[src/rtl/coeff_loader_pkg.sv]
// Shared definitions for the coefficient loading path.
// Holds the default coefficient count and width and the loader FSM state
// type, so that the coefficient store and the filter can size themselves
// consistently with the loader.
package coeff_loader_pkg;

  localparam int unsigned CL_N_COEFF_DEF = 16;
  localparam int unsigned CL_W_DEF       = 8;

  typedef enum logic [1:0] {
    ST_IDLE  = 2'b00,
    ST_LOAD  = 2'b01,
    ST_CHECK = 2'b10
  } cl_state_e;

endpackage

[src/rtl/coeff_loader.sv]
// coeff_loader
// Receives a byte stream of N_COEFF two's-complement coefficients followed
// by one checksum byte and writes the coefficients into an external store.
// The set is accepted when the modulo-2^W sum of all coefficients plus the
// checksum byte is zero.
//
// Ports
//   clka        in   clock, all state changes on its rising edge
//   rsta_n      in   asynchronous active-low reset
//   load_start  in   one-cycle request to begin a load (honoured in IDLE)
//   abort       in   one-cycle request to cancel a load in progress
//   s_valid     in   input stream valid
//   s_data      in   input stream data (W bits)
//   s_ready     out  loader accepts s_data this cycle
//   wr_en       out  coefficient store write strobe
//   wr_addr     out  coefficient store write address (AW bits)
//   wr_data     out  coefficient store write data (W bits)
//   busy        out  high whenever the FSM is not in IDLE
//   done        out  one-cycle pulse: load finished with good checksum
//   err         out  one-cycle pulse: load finished with bad checksum
//   coeff_valid out  store holds a complete, checksum-verified set
module coeff_loader
  import coeff_loader_pkg::*;
#(
  parameter int unsigned N_COEFF = CL_N_COEFF_DEF,
  parameter int unsigned W       = CL_W_DEF,
  parameter int unsigned AW      = 4
) (
  input  logic          clka,
  input  logic          rsta_n,
  input  logic          load_start,
  input  logic          abort,
  input  logic          s_valid,
  input  logic [W-1:0]  s_data,
  output logic          s_ready,
  output logic          wr_en,
  output logic [AW-1:0] wr_addr,
  output logic [W-1:0]  wr_data,
  output logic          busy,
  output logic          done,
  output logic          err,
  output logic          coeff_valid
);

  localparam logic [AW-1:0] LAST_IDX = AW'(N_COEFF - 1);

  cl_state_e     r_state;
  logic [AW-1:0] r_count;
  logic [W-1:0]  r_sum;
  logic          r_wr_en;
  logic [AW-1:0] r_wr_addr;
  logic [W-1:0]  r_wr_data;
  logic          r_done;
  logic          r_err;
  logic          r_coeff_valid;

  logic          w_ready;
  logic          w_xfer;
  logic [W-1:0]  w_sum_next;

  // Ready depends on state only, so an abort drops it on the following cycle.
  assign w_ready    = (r_state != ST_IDLE);
  assign w_xfer     = s_valid & w_ready;
  assign w_sum_next = r_sum + s_data;

  // Store write port: a coefficient accepted in LOAD is written one cycle
  // later. This is independent of abort, so a transfer that coincides with
  // an abort still lands in the store.
  always_ff @(posedge clka or negedge rsta_n) begin
    if (!rsta_n) begin
      r_wr_en   <= 1'b0;
      r_wr_addr <= '0;
      r_wr_data <= '0;
    end else begin
      r_wr_en <= 1'b0;
      if (w_xfer && (r_state == ST_LOAD)) begin
        r_wr_en   <= 1'b1;
        r_wr_addr <= r_count;
        r_wr_data <= s_data;
      end
    end
  end

  // Control FSM, byte counter and checksum accumulator.
  always_ff @(posedge clka or negedge rsta_n) begin
    if (!rsta_n) begin
      r_state       <= ST_IDLE;
      r_count       <= '0;
      r_sum         <= '0;
      r_done        <= 1'b0;
      r_err         <= 1'b0;
      r_coeff_valid <= 1'b0;
    end else begin
      r_done <= 1'b0;
      r_err  <= 1'b0;
      unique case (r_state)
        ST_IDLE: begin
          // abort has no effect here, so load_start wins when both are set
          if (load_start) begin
            r_state       <= ST_LOAD;
            r_count       <= '0;
            r_sum         <= '0;
            r_coeff_valid <= 1'b0;
          end
        end
        ST_LOAD: begin
          if (abort) begin
            r_state       <= ST_IDLE;
            r_coeff_valid <= 1'b0;
          end else if (w_xfer) begin
            r_sum   <= w_sum_next;
            r_count <= r_count + AW'(1);
            if (r_count == LAST_IDX) begin
              r_state <= ST_CHECK;
            end
          end
        end
        ST_CHECK: begin
          if (abort) begin
            r_state       <= ST_IDLE;
            r_coeff_valid <= 1'b0;
          end else if (w_xfer) begin
            r_state <= ST_IDLE;
            if (w_sum_next == '0) begin
              r_done        <= 1'b1;
              r_coeff_valid <= 1'b1;
            end else begin
              r_err <= 1'b1;
            end
          end
        end
        default: begin
          r_state <= ST_IDLE;
        end
      endcase
    end
  end

  assign s_ready     = w_ready;
  assign busy        = w_ready;
  assign wr_en       = r_wr_en;
  assign wr_addr     = r_wr_addr;
  assign wr_data     = r_wr_data;
  assign done        = r_done;
  assign err         = r_err;
  assign coeff_valid = r_coeff_valid;

endmodule
[config.mk]
export PLATFORM = sky130hd
export DESIGN_NAME = coeff_loader
export DESIGN_NICKNAME = d
export VERILOG_FILES = /design/src/rtl/coeff_loader_pkg.sv /design/src/rtl/coeff_loader.sv
export SDC_FILE = /design/constraint.sdc
export NUM_CORES = 1
export LEC_CHECK = 0
export ABC_AREA = 1
export CAP_MARGIN = 20
export CORE_UTILIZATION = 50
export CTS_CLUSTER_SIZE = 24
export DETAILED_ROUTE_END_ITERATION = 10
export PLACE_DENSITY = 0.77
export SLEW_MARGIN = 20
export SYNTH_ARGS = -nofsm -noshare
export SYNTH_HDL_FRONTEND = slang
export SYNTH_SLANG_ARGS = --single-unit
[constraint.sdc]
create_clock -name clka -period 3.7 [get_ports clka]
set_clock_uncertainty 0.15 [all_clocks]
set_input_delay 0.74 -clock clka [delete_from_list [all_inputs] [get_ports clka]]
set_output_delay 0.74 -clock clka [all_outputs]
set_load 0.01 [all_outputs]
==> flow_metrics.env <==
export IMPL_run_status="complete, no violations"
export IMPL_detail_route_first_pass_iterations=4
export IMPL_post_synth_cell_area_avg_um2=8.21
export IMPL_r2r_end="coeff_valid"
export IMPL_vias_per_instance=4.83
export IMPL_critical_path_max_fanout=3
export IMPL_tightest_slew_ns=0.607
export IMPL_cts_max_level=2
export IMPL_power_density_mw_per_mm2=733
export IMPL_cts_tree="done"
export IMPL_drv_slew=0
export IMPL_final_core_utilization=0.657
export IMPL_num_fill_cells=275
export IMPL_numPlacedInstances=271
export IMPL_post_cts_hold_buffer_count=0
export IMPL_synth_simple_gate_area_share=0.261
export IMPL_clk_pin_slew_ns=0.09
export IMPL_post_layout_nonfiller_instances=278
export IMPL_layout_drive_gt1_share=0.103
export IMPL_areaGrowthSynthToFinish_pct=23.2
export IMPL_route_detailed_wl_per_inst_um=11.0
export IMPL_yosysSeqAreaShare=0.457
export IMPL_critPathKind="in2reg"
export IMPL_timing_slew_headroom=0.594
export IMPL_critical_path_endpoint="coeff_valid"
export IMPL_die_footprint_mm2=0.00352
export IMPL_dieHeight_um=59.3
export IMPL_post_cts_repair_setup_buffers=0
export IMPL_floorplan_rows=20
export IMPL_power_total_w=0.00148
export IMPL_yosys_warnings=0
export IMPL_route_final_wire_length_um=3050
export IMPL_floorplan_die_width_um=59.3
export IMPL_combinationalPowerShare=0.528
export IMPL_clock_sinks=30
export IMPL_ctsLongestPathBuffers=2
export IMPL_gr_usage_total=0.207
export IMPL_place_gp_congestion=0.860
export IMPL_final_hold_viol_count=0
export IMPL_insertion_delay_ns=0.33
export IMPL_layout_common_cells="67 x nand2_1, 30 x dfrtp_1, 30 x clkdlybuf4s50_1"
export IMPL_final_min_period_over_clock_period=0.693
export IMPL_clock_root_buffer="clkbuf_4"
export IMPL_synth_lib_cells_used_distinct=29
export IMPL_setup_viol_count_final=0
export IMPL_gate_count_after_technology_mapping=200
export IMPL_max_cap_violations=0
export IMPL_placement_setup_worst_slack_ns=0.790
export IMPL_worst_ir_drop_vdd_mv=0.369
export IMPL_switching_share=0.425
export IMPL_mostFrequentLayoutCell="nand2_1"
export IMPL_grt_setup_unrepaired="no"
export IMPL_cell_count_of_the_worst_reg_to_reg_path=8
export IMPL_mappedNetlistNets=222
export IMPL_number_of_input_and_output_port_buffers_inserted=30
export IMPL_power_share_clock=0.120
export IMPL_synthesized_area_mm2=0.00164
export IMPL_timing_critical_path_from_type="input pin"
export IMPL_num_antenna_cells=0
export IMPL_drtAntennaViolNets=0
export IMPL_synth_compound_area_frac=0.111
export IMPL_synth_ff_latch_count=30
export IMPL_numCtsBuffers=5
export IMPL_starting_utilization_of_the_core_area=0.533
export IMPL_grt_max_degree=31
export IMPL_totalNegativeSetupSlack_ns=0
export IMPL_seqPwrFrac=0.352
export IMPL_grt_pass1_vias=1217
export IMPL_global_route_overflow_total=0
export IMPL_holdCritPathClass="reg2reg"
export IMPL_setup_ws_ns=1.14
export IMPL_r2r_setup_slack_ns=1.60
export IMPL_power_leakage_nw=1.02
export IMPL_final_net_count=256
export IMPL_post_synth_mux_area_share=0
export IMPL_io_pin_count=31
export IMPL_combinational_family_with_the_most_area_after_synthesis="simple AND/OR/NAND/NOR gates"
export IMPL_max_clock_freq_mhz=390
export IMPL_p_sw_w=0.000630
export IMPL_floorplan_core_area_mm2=0.00308
export IMPL_number_of_antenna_violations_at_the_first_check_in_global_routing=0
export IMPL_cp_data_required_time_ns=3.81
export IMPL_worst_hold_path_num_cells=2
export IMPL_drc=0
export IMPL_timing_critical_path_to_type="register"
export IMPL_worstSetupStartpoint="s_data[0]"
export IMPL_initialDrtViolationCount=44
export IMPL_postCtsResizedCells=0
export IMPL_reg2reg_from="r_sum[0]"
export IMPL_timing_critical_path_arrival_ns=2.68
export IMPL_p_int_w=0.000852
export IMPL_synth_fa_ha_area_frac=0.0732
export IMPL_detailroute_via_count=1343
export IMPL_minimum_clock_period_after_layout_ns=2.56
export IMPL_post_synth_xor_area_fraction=0.0107
export IMPL_dp_hpwl_um=2270
export IMPL_grt_pass1_wl_um=5350
per-stage QoR:
stage	area (um2)	hold WS [ns]
floorplan	1640	0.294
global placement	1980	0.302
detailed placement	1980	0.308
CTS	2020	0.330
global route	2020	0.358
finish	2020	0.322
final cells by class:
cell class,instances,area (um2),share of cell area
flip-flops and latches,30,751,0.371
inverters,30,113,0.0557
multi-input cells,136,749,0.370
repair buffers,31,308,0.152
well taps,44,55.1,0.0272
clock inverters,2,10.0,0.00495
clock buffers,5,37.5,0.0186
Yosys cell counts:
cell	n	area, um2
nor3_1	1	5.00
fa_1	1	20.0
nor2_1	6	22.5
nand3b_1	1	7.51
nor2_4	3	33.8
buf_2	2	10.0
nor4_1	1	6.26
nand2_1	67	251
nand3_1	13	65.1
o21ai_0	9	45.0
inv_2	4	15.0
buf_6	1	11.3
buf_4	1	7.51
inv_1	26	97.6
xor2_1	1	8.76
dfrtp_1	30	751
a22o_1	3	26.3
a21oi_1	7	35.0
ha_1	8	100
a32o_1	2	20.0
xnor2_1	1	8.76
nand2_2	2	12.5
o31ai_2	1	12.5
o31ai_1	1	7.51
a21oi_2	2	17.5
o211ai_2	1	12.5
or2_1	1	6.26
o22ai_1	1	6.26
nor2_2	3	18.8
worst min-delay path by stage:
stage / startpoint / to / slack, ns
global placement: wr_data[4] / wr_data[4] / 0.30
detailed placement: wr_data[5] / wr_data[5] / 0.31
CTS: wr_data[3] / wr_data[3] / 0.33
global route: wr_data[5] / wr_data[5] / 0.36
finish: wr_data[3] / wr_data[3] / 0.32
floorplan: rsta_n / coeff_valid / 0.29
layer usage:
| layer | routed length, um | up-vias | track usage |
|---|---|---|---|
| met4 | 51 | 0 | 0.0714 |
| met3 | 143 | 6 | 0.0655 |
| met1 | 1500 | 605 | 0.273 |
| met2 | 1350 | 25 | 0.323 |
| li1 | - | 707 | - |
| met5 | 0 | - | 0 |
state kept, by name (all words and copies together), names as in the netlist:
name,cells
r_sum,8
coeff_valid,1
r_count,4
wr_en,1
wr_data,8
err,1
done,1
r_state,2
wr_addr,4
power groups by stage:
stage | combinational (W) | sequential (W) | clock (W)
CTS | 0.000790 | 0.000523 | 0.000182
global placement | 0.000776 | 0.000524 | 0
detailed placement | 0.000784 | 0.000530 | 0
floorplan | 0.000531 | 0.000543 | 0
finish | 0.000783 | 0.000522 | 0.000178
global route | 0.000902 | 0.000539 | 0.000196
critical path, stage by stage:
cell	delay, ns
clkdlybuf4s50_1	0.42
ha_1	0.23
fa_1	0.40
or2_1	0.26
a21oi_1	0.12
nand3_1	0.10
nor2_2	0.16
nand3_1	0.10
a21oi_1	0.14
cells by family (layout without fill, tap and decap cells):
| family | after synthesis | count (layout) |
|---|---|---|
| compound gates | 27 | 27 |
| xor+xnor | 2 | 2 |
| fa+ha+maj | 9 | 9 |
| buf+inv | 34 | 68 |
| flops | 30 | 30 |
| simple gates | 98 | 98 |
No activity file was read; power rests on OpenSTA's default activity.
